==> config.mk <==
export PLATFORM = sky130hd
export DESIGN_NAME = duato_destport_decoder
export DESIGN_NICKNAME = d
export VERILOG_FILES = /design/src/rtl/duato_destport_decoder_pkg.sv /design/src/rtl/duato_destport_decoder_credit_counter.sv /design/src/rtl/duato_destport_decoder.sv
export SDC_FILE = /design/constraint.sdc
export NUM_CORES = 1
export LEC_CHECK = 0
export BUFFER_PORTS_ARGS = -buffer_cell sky130_fd_sc_hd__buf_2
export CORE_MARGIN = 3
export CORE_UTILIZATION = 49
export DETAILED_ROUTE_END_ITERATION = 8
export GPL_ROUTABILITY_DRIVEN = 0
export HOLD_SLACK_MARGIN = 0.02
export PLACE_DENSITY = 0.84
export SYNTH_ARGS = -nofsm -noshare
export SYNTH_HDL_FRONTEND = slang
export SYNTH_SLANG_ARGS = --single-unit
export TNS_END_PERCENT = 20
==> constraint.sdc <==
create_clock -name clk -period 5 [get_ports clk]
set_input_delay 1.5 -clock clk [delete_from_list [all_inputs] [get_ports clk]]
set_output_delay 1.5 -clock clk [all_outputs]
set_load 0.05 [all_outputs]
==> src/rtl/duato_destport_decoder_pkg.sv <==
// Shared constants and types for the Duato destination-port decoder.
package duato_destport_decoder_pkg;

  // Output port count and port indices.
  localparam int unsigned P         = 5;
  localparam int unsigned PortLocal = 0;
  localparam int unsigned PortEast  = 1;
  localparam int unsigned PortNorth = 2;
  localparam int unsigned PortWest  = 3;
  localparam int unsigned PortSouth = 4;

  // Bit positions inside the encoded {x,y,a,b} destport.
  localparam int unsigned DpX = 3;
  localparam int unsigned DpY = 2;
  localparam int unsigned DpA = 1;
  localparam int unsigned DpB = 0;

  typedef logic [2:0] port_idx_t;

  typedef enum logic {
    StIdle = 1'b0,
    StBusy = 1'b1
  } state_e;

  // One-hot write vector for a port index.
  function automatic logic [P-1:0] port_onehot(port_idx_t p);
    return 5'b00001 << p;
  endfunction

endpackage

==> src/rtl/duato_destport_decoder_credit_counter.sv <==
// Per-port downstream credit counter, saturating at B.
module duato_destport_decoder_credit_counter #(
  parameter int unsigned B = 4
) (
  input  logic       clk,
  input  logic       reset,
  input  logic       inc,
  input  logic       dec,
  output logic [3:0] count,
  output logic       nz,
  output logic       ovf
);

  localparam logic [3:0] BMax = 4'(B);

  logic [3:0] count_q, count_d;

  // Next count: simultaneous inc and dec cancel; inc at BMax saturates and flags ovf.
  always_comb begin
    count_d = count_q;
    ovf     = 1'b0;
    if (inc && !dec) begin
      if (count_q == BMax) begin
        ovf = 1'b1;
      end else begin
        count_d = count_q + 4'd1;
      end
    end else if (dec && !inc && (count_q != '0)) begin
      count_d = count_q - 4'd1;
    end
  end

  // Count register, reloaded to full depth on reset.
  always_ff @(posedge clk) begin
    if (reset) begin
      count_q <= BMax;
    end else begin
      count_q <= count_d;
    end
  end

  assign count = count_q;
  assign nz    = |count_q;

endmodule

==> src/rtl/duato_destport_decoder.sv <==
// Decodes {x,y,a,b} destports into an output port, picks the less-congested
// candidate for adaptive heads, holds it for the packet and forwards flits
// through one register stage as a one-hot port write.
module duato_destport_decoder
  import duato_destport_decoder_pkg::*;
#(
  parameter int unsigned FLIT_W = 32,
  parameter int unsigned B      = 4
) (
  input  logic              clk,
  input  logic              reset,
  input  logic [FLIT_W-1:0] flit_in,
  input  logic              flit_in_head,
  input  logic              flit_in_tail,
  input  logic [3:0]        flit_in_destport,
  input  logic              flit_in_valid,
  output logic              flit_in_ready,
  output logic [FLIT_W-1:0] flit_out,
  output logic [P-1:0]      flit_out_wr,
  input  logic [P-1:0]      credit_in,
  output logic              pkt_err
);

  state_e            state_q, state_d;
  port_idx_t         lat_q, lat_d;
  logic [FLIT_W-1:0] flit_out_q;
  logic [P-1:0]      wr_q;
  logic              err_q;

  logic [3:0]        cred [P];
  logic [P-1:0]      cred_nz;
  logic [P-1:0]      cred_ovf;
  logic [P-1:0]      cred_dec;

  port_idx_t         cand_x, cand_y, sel;
  logic              fwd;
  port_idx_t         fwd_port;
  logic              err_set;

  for (genvar p = 0; p < P; p++) begin : g_cred
    duato_destport_decoder_credit_counter #(
      .B (B)
    ) u_cred (
      .clk   (clk),
      .reset (reset),
      .inc   (credit_in[p]),
      .dec   (cred_dec[p]),
      .count (cred[p]),
      .nz    (cred_nz[p]),
      .ovf   (cred_ovf[p])
    );
  end

  // Destport decode and candidate selection; credit ties favour the X candidate.
  always_comb begin
    cand_x = flit_in_destport[DpX] ? port_idx_t'(PortEast)  : port_idx_t'(PortWest);
    cand_y = flit_in_destport[DpY] ? port_idx_t'(PortNorth) : port_idx_t'(PortSouth);
    if (flit_in_destport[DpA] && flit_in_destport[DpB]) begin
      sel = (cred[cand_y] > cred[cand_x]) ? cand_y : cand_x;
    end else if (flit_in_destport[DpA]) begin
      sel = cand_x;
    end else if (flit_in_destport[DpB]) begin
      sel = cand_y;
    end else begin
      sel = port_idx_t'(PortLocal);
    end
  end

  // Packet FSM: ready, forwarding decision, port latch and protocol errors.
  always_comb begin
    state_d       = state_q;
    lat_d         = lat_q;
    flit_in_ready = 1'b0;
    fwd           = 1'b0;
    fwd_port      = lat_q;
    err_set       = 1'b0;
    case (state_q)
      StIdle: begin
        if (flit_in_head) begin
          flit_in_ready = cred_nz[sel];
          if (flit_in_valid && flit_in_ready) begin
            fwd      = 1'b1;
            fwd_port = sel;
            lat_d    = sel;
            if (!flit_in_tail) begin
              state_d = StBusy;
            end
          end
        end else begin
          // Stray body/tail outside a packet is swallowed and flagged.
          flit_in_ready = 1'b1;
          err_set       = flit_in_valid;
        end
      end
      StBusy: begin
        flit_in_ready = cred_nz[lat_q];
        if (flit_in_valid && flit_in_ready) begin
          fwd     = 1'b1;
          err_set = flit_in_head;
          if (flit_in_tail) begin
            state_d = StIdle;
          end
        end
      end
    endcase
    cred_dec = fwd ? port_onehot(fwd_port) : '0;
  end

  // State, latched port and registered output stage.
  always_ff @(posedge clk) begin
    if (reset) begin
      state_q    <= StIdle;
      lat_q      <= port_idx_t'(PortLocal);
      flit_out_q <= '0;
      wr_q       <= '0;
      err_q      <= 1'b0;
    end else begin
      state_q <= state_d;
      lat_q   <= lat_d;
      wr_q    <= cred_dec;
      if (fwd) begin
        flit_out_q <= flit_in;
      end
      if (err_set || (|cred_ovf)) begin
        err_q <= 1'b1;
      end
    end
  end

  assign flit_out    = flit_out_q;
  assign flit_out_wr = wr_q;
  assign pkt_err     = err_q;

endmodule

==> impl_results.md, run 1 <==
* Diode count at 0
* Mapped Cells at 408
* Largest family of logic cells by synthesized area: simple AND/OR/NAND/NOR gates
* Worst Setup End Kind: primary output
* Worst path bufs/invs at 2
* Top delay family on crit path: compound AO/OA/AOI/OAI gates
* Final period util at 98.6%
* Post-synth EDFFs at 0
* Critical Path RT at 3.50 ns
* Post-DR vias/cell at 5.38
* Slew HR at 40.0%
* Fin Clk Skew at 0.0167 ns
* Leakage at 2.07 nW
* Clock root buffer: clkbuf_8
* Dpl ws at -0.0541 ns
* Post-Synth Adder-Cell Area at 7.84%
* Hold Buf Count CTS at 0
* Final Hold Fails at 0
* Design Power at 2.91 mW
* Num CTS Buffers at 9
* Routed wire length at 8920 um
* Clock Tree Buf Depth at 2
* WP depth at 10
* Die Ht at 90.7 um
* Wirelength per Cell at 14.6 um
* Avg Cell Area, Syn at 8.61 um2
* Vias at 3,292
* Synth Area in XOR/XNOR at 1.75%
* Setup Viol. Count Final at 0
* Max Freq at 203 MHz
* Nets at 576
* Die area at 8220 um2
* Layout cell share with drive strength beyond 1 at 32.0%
* Worst Tran Pin Value at 0.900 ns
* Worst-path cell with the longest stage delay: mux2_4
* PwrDens at 646 nW/um2
* Area grow syn2layout at 28.5%
* Worst R2R Setup Slack at 1.19 ns
* Die Span X at 90.7 um
* Max incr delay on CP at 0.31 ns
* DRC violations left at 0
* Largest net degree at the start of global routing at 52
* R2R depth at 16
* Final Max Slew Viols at 0
* Final min period at 4.93 ns
* Worst Setup Start Kind: input pin
* Antenna violations before repair at 0
* Worst setup margin at 0.0701 ns
* Hold Crit Class: flip-flop to flip-flop
* Max cap viols at 0
* H-tree depth at 3
* CTS clk-pin slew, worst paths at 0.08 ns
* Capturing point of the worst reg2reg path: g_cred[0].u_cred.count[3]$_SDFFE_PP0P_
* Num Clock Sinks at 62
* Yosys cell types at 58
* Mux cell area share after synthesis at 12.1%
* Asr flop ratio synth at 0%
* Outcome: complete, no violations
* Post-DP HPWL at 6490 um
* CTS tree: done
* Mapped Area at 3510 um2
* Synth Register Bits at 62
* Simple-Gate Fraction of Synth Area at 24.4%
* Final Util at 65.7%
* Core Box Area at 6870 um2
* Reg area at 1240 um2
* Multi-input gate area at 2290 um2
* First-pass GRT wire length at 14,700 um
* RR Startpoint: g_cred[2].u_cred.count[1]$_SDFFE_PP0P_
* Fin Setup TNS at 0 ns
* Prevailing post-synth register cell: dfxtp_1
* Type of the worst setup path: input pin to primary output
* I/O pins at 85
* CP Cell Sequence: buf_4, mux2_4, ha_4, nand2_2, nand3b_1, o211a_1, a211oi_2, or2_4, a22oi_2, buf_6
* Rows at 30
* Setup crit start: flit_in_destport[2]
* Starting Density at 51.1%
* Crit-path max FO at 5
* Arr. time, crit path at 3.43 ns
* Vias in the first global route at 3,248
* RSZ-0062 raised after global routing: no
* Remaining antenna violation count at 0
* Worst-skew pair later-pin latency at 0.35 ns
* Register area share after synthesis at 35.3%
* Critical Path End: flit_in_ready
* Grt ovf at 0
* Overall routing resource usage at 21.6%
* Warnings, synthesis at 0
* Buffers on Ports at 84
* Drt first pass iters at 4
* Worst IR Drop VDD at 0.323 mV
* Compound-Gate Fraction of Synth Area at 16.1%
* Iter 0 DRT Violations at 152
* Syn nets at 473
* # fillers at 558
layer usage:
layer	vias to the layer above	track usage (%)	part of all wire [%]
li1	1640	-	-
met1	1560	25.5	42
met2	77	38.0	52
met3	15	4.08	4.4
met4	0	9.06	1.8
met5	-	0	0
how the worst min path moves through the flow:
stage,slack [ns],cells after the start,startpoint,endpoint
after floorplan,0.49,2,lat_q[0]$_SDFF_PP0_,lat_q[0]$_SDFF_PP0_
after global routing,0.47,2,flit_out[14]$_SDFFE_PP0N_,flit_out[14]$_SDFFE_PP0N_
after CTS,0.45,2,flit_out[1]$_SDFFE_PP0N_,flit_out[1]$_SDFFE_PP0N_
after global placement,0.44,2,flit_out[6]$_SDFFE_PP0N_,flit_out[6]$_SDFFE_PP0N_
after detailed placement,0.44,2,flit_out[23]$_SDFFE_PP0N_,flit_out[23]$_SDFFE_PP0N_
final,0.45,2,flit_out[1]$_SDFFE_PP0N_,flit_out[1]$_SDFFE_PP0N_
final cells by class:
cell class                 count  share of cell area, %
inverter                       5                  0.416
sequential                    62                   27.5
clock inverter                 6                   2.05
tap                           96                   2.66
clock buffer                  10                   3.05
timing repair buffer         108                   13.6
multi-input combinational    325                   50.8
layout by cell type, fill, tap and decap left out, types with 11 or more instances in the layout:
master	n
nor2_1	31
nor2b_1	12
nand2b_1	12
dfxtp_1	62
a21oi_1	44
ha_1	11
buf_4	25
nand2_1	84
buf_2	81
mux2i_1	17
per-stage QoR:
stage | instances | cell area, um2 | hold slack, ns
after floorplan | 408 | 3610 | 0.489
after global placement | 592 | 4220 | 0.435
after detailed placement | 592 | 4220 | 0.440
after CTS | 608 | 4460 | 0.451
after global routing | 612 | 4510 | 0.469
final | 612 | 4510 | 0.449
cells in the mapped netlist (5+ instances only):
library cell | instances | area [um2]
a21o_1 | 6 | 45.0
fa_1 | 5 | 100
nor2b_1 | 12 | 75.1
xor2_1 | 5 | 43.8
nor3_1 | 7 | 35.0
o21ai_0 | 5 | 25.0
mux2_4 | 6 | 90.1
mux2_2 | 5 | 56.3
nand2b_1 | 13 | 81.3
a21oi_1 | 44 | 220
mux2i_1 | 20 | 200
mux2_1 | 5 | 56.3
nand2_1 | 87 | 327
clkbuf_1 | 14 | 52.6
nor2_1 | 31 | 116
ha_1 | 14 | 175
dfxtp_1 | 62 | 1240
cells by family (layout without fill, tap and decap cells):
| group | after synthesis | after routing |
|---|---|---|
| buffers and inverters | 21 | 129 |
| DFF | 62 | 62 |
| muxes | 37 | 37 |
| AOI/OAI and AO/OA | 83 | 83 |
| xor gates and xnor gates | 7 | 7 |
| and+or+nand+nor | 179 | 179 |
| adders and majority gates | 19 | 19 |
report_power, final:
group | total [mW] | internal, mW | switching, mW
Clock | 0.508 | 0.297 | 0.211
Combinational | 1.62 | 0.687 | 0.933
Sequential | 0.786 | 0.626 | 0.160
flip-flops by register name (all words and copies together) (netlist names):
name and count:
state_q 1, flit_out_wr 5, flit_out 32, g_cred.u_cred.count 20, lat_q 3, pkt_err 1
worst min-delay path, delay by kind of cell (launching register included):
kind | cells | cell delay (ns)
compound gates | 1 | 0.05
flops | 1 | 0.31
simple gates | 1 | 0.05
what timing repair did:
action,in CTS,in global routing
setup endpoints to repair,1,2
buffers inserted,0,4
hold endpoints to repair,0,0
resized for setup,1,9
pin swaps,0,4
Note: power is estimated with default switching activity, not from simulation.
==> inputs of run 2 (changes only) <==
--- a/config.mk
+++ b/config.mk
@@ -7,11 +7,11 @@
 export LEC_CHECK = 0
 export BUFFER_PORTS_ARGS = -buffer_cell sky130_fd_sc_hd__buf_2
 export CORE_MARGIN = 3
-export CORE_UTILIZATION = 49
+export CORE_UTILIZATION = 52
 export DETAILED_ROUTE_END_ITERATION = 8
 export GPL_ROUTABILITY_DRIVEN = 0
 export HOLD_SLACK_MARGIN = 0.02
-export PLACE_DENSITY = 0.84
+export PLACE_DENSITY = 0.85
 export SYNTH_ARGS = -nofsm -noshare
 export SYNTH_HDL_FRONTEND = slang
 export SYNTH_SLANG_ARGS = --single-unit
==> constraint.sdc (replaced) <==
create_clock -name clk -period 4.9 [get_ports clk]
set_input_delay 1.47 -clock clk [delete_from_list [all_inputs] [get_ports clk]]
set_output_delay 1.47 -clock clk [all_outputs]
set_load 0.05 [all_outputs]
==> run 2 against run 1 <==
Net effect: worst setup slack worse by 0.057 ns; count of clock-buffer cells in the layout down 1; first-iteration DRC count up 13%; die area down 5.4%; total power up 4.2%; critical path type unchanged; largest cell class unchanged; largest power group unchanged.
==> impl_results.md, run 2 (synthesis results as in run 1) <==
* CP Cell Sequence: buf_8, mux2_4, ha_4, nand2_2, a21oi_4, o2111a_1, a211oi_2, or2_4, a22oi_2, buf_6
* Clock root buffer: clkbuf_8
* Die area at 7780 um2
* Antenna violations before repair at 0
* Wirelength per Cell at 15.7 um
* Die Span X at 88.2 um
* Final period util at 99.7%
* Fin Clk Skew at 0.0102 ns
* I/O pins at 85
* Leakage at 2.09 nW
* Outcome: complete, no violations
* Clock Tree Buf Depth at 2
* CTS tree: done
* Max incr delay on CP at 0.31 ns
* DRC violations left at 0
* Worst Setup Start Kind: input pin
* Highest metal used: met4
* # fillers at 474
* Final Hold Fails at 0
* Die Ht at 88.2 um
* Num Clock Sinks at 62
* Diode count at 0
* Drt first pass iters at 4
* Worst Setup End Kind: primary output
* H-tree depth at 3
* Iter 0 DRT Violations at 172
* Routed wire length at 9390 um
* Num CTS Buffers at 9
* Max Freq at 205 MHz
* CTS clk-pin slew, worst paths at 0.08 ns
* Most frequent cells in the layout: 84 x nand2_1, 81 x buf_2, 62 x dfxtp_1, 44 x a21oi_1, 31 x nor2_1
* Layout cell share with drive strength beyond 1 at 32.6%
* Vias at 3,375
* Worst IR Drop VDD at 0.349 mV
* Vias in the first global route at 3,287
* Type of the worst setup path: input pin to primary output
* Post-DP HPWL at 6690 um
* Final min period at 4.89 ns
* Largest register FFs at 32
* Worst-path cell with the longest stage delay: mux2_4
* Met1 wire length at 3810 um
* Slew HR at 49.4%
* Crit-path max FO at 6
* Remaining antenna violation count at 0
* Area grow syn2layout at 29.9%
* Starting Density at 54.4%
* Placed cells at 577
* Hold_ws at 0.451 ns
* Most common cell after layout, fill and taps aside: nand2_1
* Met3 routed WL at 447 um
* Hold Buf Count CTS at 0
* PwrDens at 666 nW/um2
* Core Box Area at 6460 um2
* Worst Tran Pin Value at 0.760 ns
* Worst-skew pair later-pin latency at 0.35 ns
* Worst path bufs/invs at 2
* Arr. time, crit path at 3.42 ns
* First-pass GRT wire length at 14,900 um
* Max cap viols at 0
* Grt ovf at 0
* Fin cells at 596
* RSZ-0062 raised after global routing: yes
* Rows at 29
* Final Max Slew Viols at 0
* Buffers on Ports at 84
* Largest net degree at the start of global routing at 46
* Setup Viol. Count Final at 0
* Overall routing resource usage at 24.2%
* Post-DR vias/cell at 5.66
* Hold Crit Class: flip-flop to flip-flop
* Nets at 579
* Top delay family on crit path: compound AO/OA/AOI/OAI gates
* Critical Path RT at 3.43 ns
* Met2 routed WL at 4810 um
-- run 2: power by group --
part	total [mW]	internal, mW	leakage (nW)	switching (mW)
clock	0.522	0.294	0.112	0.228
combinational	1.70	0.724	1.47	0.980
sequential	0.812	0.639	0.506	0.173
total	3.04	1.66	2.09	1.38
-- run 2: tightest hold or removal path: stages (launching register included) --
cell and delay [ns]:
dfxtp_1 0.31, nand2_1 0.05, a21oi_1 0.05
-- run 2: final timing paths --
kind                                                from                                     end  slack [ns]  cells past startpoint
setup reg to reg  g_cred[3].u_cred.count[1]$_SDFFE_PP0P_  g_cred[1].u_cred.count[3]$_SDFFE_PP0P_        0.93                     17
hold reg to reg                flit_out[17]$_SDFFE_PP0N_               flit_out[17]$_SDFFE_PP0N_        0.45                      2
setup / recovery                     flit_in_destport[2]                           flit_in_ready        0.01                     10
hold / removal                 flit_out[17]$_SDFFE_PP0N_               flit_out[17]$_SDFFE_PP0N_        0.45                      2
-- run 2: per-stage QoR --
step | util, % | area [um2] | total power [mW] | worst slack [ns] | setup TNS, ns
floorplan | - | 3610 | 1.98 | -0.0617 | -0.0617
global placement | 65.5 | 4230 | 2.32 | 0.00187 | 0
detailed placement | 65.5 | 4230 | 2.40 | -0.0873 | -0.305
CTS | 69.7 | 4500 | 2.97 | 0.00769 | 0
global route | 70.6 | 4560 | 3.23 | -0.0328 | -0.0617
finish | 70.6 | 4560 | 3.04 | 0.0127 | 0
-- run 2: metal layers --
metal | track usage, % | vias to the layer above
li1 | - | 1639
met1 | 28.0 | 1600
met2 | 40.9 | 106
met3 | 6.30 | 30
met4 | 12.8 | 0
met5 | 0 | -
-- run 2: final cells by class --
type / instances / area, um2 / area share [%]
Clock inverter: 7 / 105 / 2.30
Multi-Input combinational cell: 325 / 2330 / 51.1
Tap cell: 77 / 96.3 / 2.11
Sequential cell: 62 / 1240 / 27.2
Clock buffer: 9 / 124 / 2.72
Timing Repair Buffer: 111 / 646 / 14.2
Inverter: 5 / 18.8 / 0.412
-- run 2: timing repair --
action                                 4_1_cts  5_1_grt
setup endpoints to repair                    1        2
buffers inserted                             1        2
endpoints found under the hold margin        0        0
pin swaps                                    5        4
resized for setup                            9        7
==> inputs of run 3 (changes only) <==
--- a/config.mk
+++ b/config.mk
@@ -6,12 +6,14 @@
 export NUM_CORES = 1
 export LEC_CHECK = 0
 export BUFFER_PORTS_ARGS = -buffer_cell sky130_fd_sc_hd__buf_2
+export CELL_PAD_IN_SITES_DETAIL_PLACEMENT = 0
+export CELL_PAD_IN_SITES_GLOBAL_PLACEMENT = 1
 export CORE_MARGIN = 3
-export CORE_UTILIZATION = 52
+export CORE_UTILIZATION = 40
 export DETAILED_ROUTE_END_ITERATION = 8
 export GPL_ROUTABILITY_DRIVEN = 0
 export HOLD_SLACK_MARGIN = 0.02
-export PLACE_DENSITY = 0.85
+export PLACE_DENSITY_LB_ADDON = 0.1
 export SYNTH_ARGS = -nofsm -noshare
 export SYNTH_HDL_FRONTEND = slang
 export SYNTH_SLANG_ARGS = --single-unit
==> run 3 against run 2 <==
Net effect: critical path depth stayed put; fmax is 0.53% higher; critical path type unchanged; flip-flop and latch count stayed put; highest routed layer unchanged; critical endpoint unchanged; sequential share of layout area is 0.43 points lower; largest cell class unchanged; sequential power is 1% lower; combinational power hardly changed; register-to-register slack better by 0.22 ns; worst hold slack worse by 0.0010 ns; count of clock-buffer cells in the layout stayed put.
==> impl_results.md, run 3 (synthesis results as in run 1) <==
* Outcome: complete, no violations
* Most frequent cells in the layout: 84 x nand2_1, 81 x buf_2, 62 x dfxtp_1, 44 x a21oi_1, 31 x nor2_1
* Final min period at 4.86 ns
* Routed wire length at 8890 um
* First-pass GRT wire length at 14,600 um
* Die area at 9940 um2
* CTS tree: done
* Crit-path max FO at 5
* CP Cell Sequence: buf_8, mux2_4, ha_4, nand2_2, nand3b_1, o2111a_1, a211oi_2, or2_4, a22oi_2, buf_6
* DRC violations left at 0
* Worst setup margin at 0.0387 ns
* Worst Setup End Kind: primary output
* Fin cells at 627
* Clock Tree Buf Depth at 2
* Leakage at 2.13 nW
* Max Freq at 206 MHz
* Final period util at 99.2%
* PwrDens at 658 nW/um2
* Area grow syn2layout at 32.0%
* Worst path bufs/invs at 2
* Rows at 33
* Vias at 3,199
* Nets at 582
* Largest net degree at the start of global routing at 55
* Core Box Area at 8380 um2
* Worst Setup Start Kind: input pin
* Max cap viols at 0
* Num Clock Sinks at 62
* # fillers at 783
* Grt ovf at 0
* Hold_ws at 0.450 ns
* Final Util at 55.3%
* Final Max Slew Viols at 0
* I/O pins at 85
* Vias in the first global route at 3,007
* Final Hold Fails at 0
* Worst IR Drop VDD at 0.251 mV
* Final Cell Area at 4630 um2
* Post-DR vias/cell at 5.10
* Worst-path cell with the longest stage delay: mux2_4
* Most common cell after layout, fill and taps aside: nand2_1
* Worst Tran Pin Value at 0.917 ns
* RSZ-0062 raised after global routing: yes
* Top delay family on crit path: simple AND/OR/NAND/NOR gates
* CTS clk-pin slew, worst paths at 0.08 ns
* Post-DP HPWL at 6670 um
* Largest register FFs at 32
* Antenna violations before repair at 0
* Num CTS Buffers at 9
* Max incr delay on CP at 0.30 ns
* Buffers on Ports at 84
* Remaining antenna violation count at 0
* Drt first pass iters at 4
* Worst-skew pair later-pin latency at 0.35 ns
* Placed cells at 610
* Iter 0 DRT Violations at 108
* Type of the worst setup path: input pin to primary output
* Die Ht at 99.7 um
* Wirelength per Cell at 14.2 um
* Diode count at 0
* Placed Area at 4320 um2
* Fin Clk Skew at 0.00967 ns
* Setup Viol. Count Final at 0
* Overall routing resource usage at 18.2%
* Starting Density at 41.9%
* H-tree depth at 3
* Arr. time, crit path at 3.39 ns
* Clock root buffer: clkbuf_8
* Layout cell share with drive strength beyond 1 at 33.0%
* Dpl ws at -0.0984 ns
* Hold Crit Class: flip-flop to flip-flop
* Die Span X at 99.7 um
* Critical Path RT at 3.43 ns
* Slew HR at 38.9%
[run 3: cell type report]
class / count / area, um2 / area share (%)
Tap cell: 105 / 131 / 2.83
Clock buffer: 9 / 124 / 2.67
Clock inverter: 7 / 128 / 2.75
Timing Repair Buffer: 114 / 681 / 14.7
Multi-Input combinational cell: 325 / 2310 / 49.9
Inverter: 5 / 18.8 / 0.405
Sequential cell: 62 / 1240 / 26.8
[run 3: layer usage]
layer  share of wire [%]  vias to the layer above  GRT usage (%)
met5                   0                        -              0
met4                 1.5                        0           7.35
met3                 4.9                       11           3.65
met2                  46                       68           28.2
met1                  47                     1465           24.7
li1                    -                     1655              -
[run 3: path summary, 6_finish.rpt]
path | slack (ns) | startpoint | depth (start not counted) | to
worst max register to register | 1.15 | g_cred[3].u_cred.count[1]$_SDFFE_PP0P_ | 16 | g_cred[0].u_cred.count[3]$_SDFFE_PP0P_
worst min register to register | 0.45 | flit_out[5]$_SDFFE_PP0N_ | 2 | flit_out[5]$_SDFFE_PP0N_
worst max-delay path | 0.04 | flit_in_destport[2] | 10 | flit_in_ready
worst min-delay path | 0.45 | flit_out[5]$_SDFFE_PP0N_ | 2 | flit_out[5]$_SDFFE_PP0N_
[run 3: tightest hold or removal path: cells and delay by family, from the launching register on]
family,cells,cell delay [ns]
simple gates,1,0.05
compound gates,1,0.05
flops,1,0.31
[run 3: report_power, final]
group          leakage [nW]  total, mW  switching [mW]  internal (mW)
combinational          1.49       1.67           0.939          0.729
clock                 0.126      0.577           0.232          0.346
sequential            0.506      0.802           0.163          0.638
[run 3: repair_timing]
action                                  in CTS  in global routing
setup buffers                                0                  1
endpoints found under the setup margin       1                  1
pin swaps                                    0                  8
gates resized for setup                      4                 13
hold buffers                                 0                  0
[run 3: metrics by stage]
| stage | setup TNS (ns) | total power, mW |
|---|---|---|
| final | 0 | 3.05 |
| after global routing | -0.0620 | 3.27 |
| after CTS | 0 | 3.03 |
| after detailed placement | -0.233 | 2.43 |
| after global placement | -0.0364 | 2.39 |
| after floorplan | -0.0617 | 1.98 |
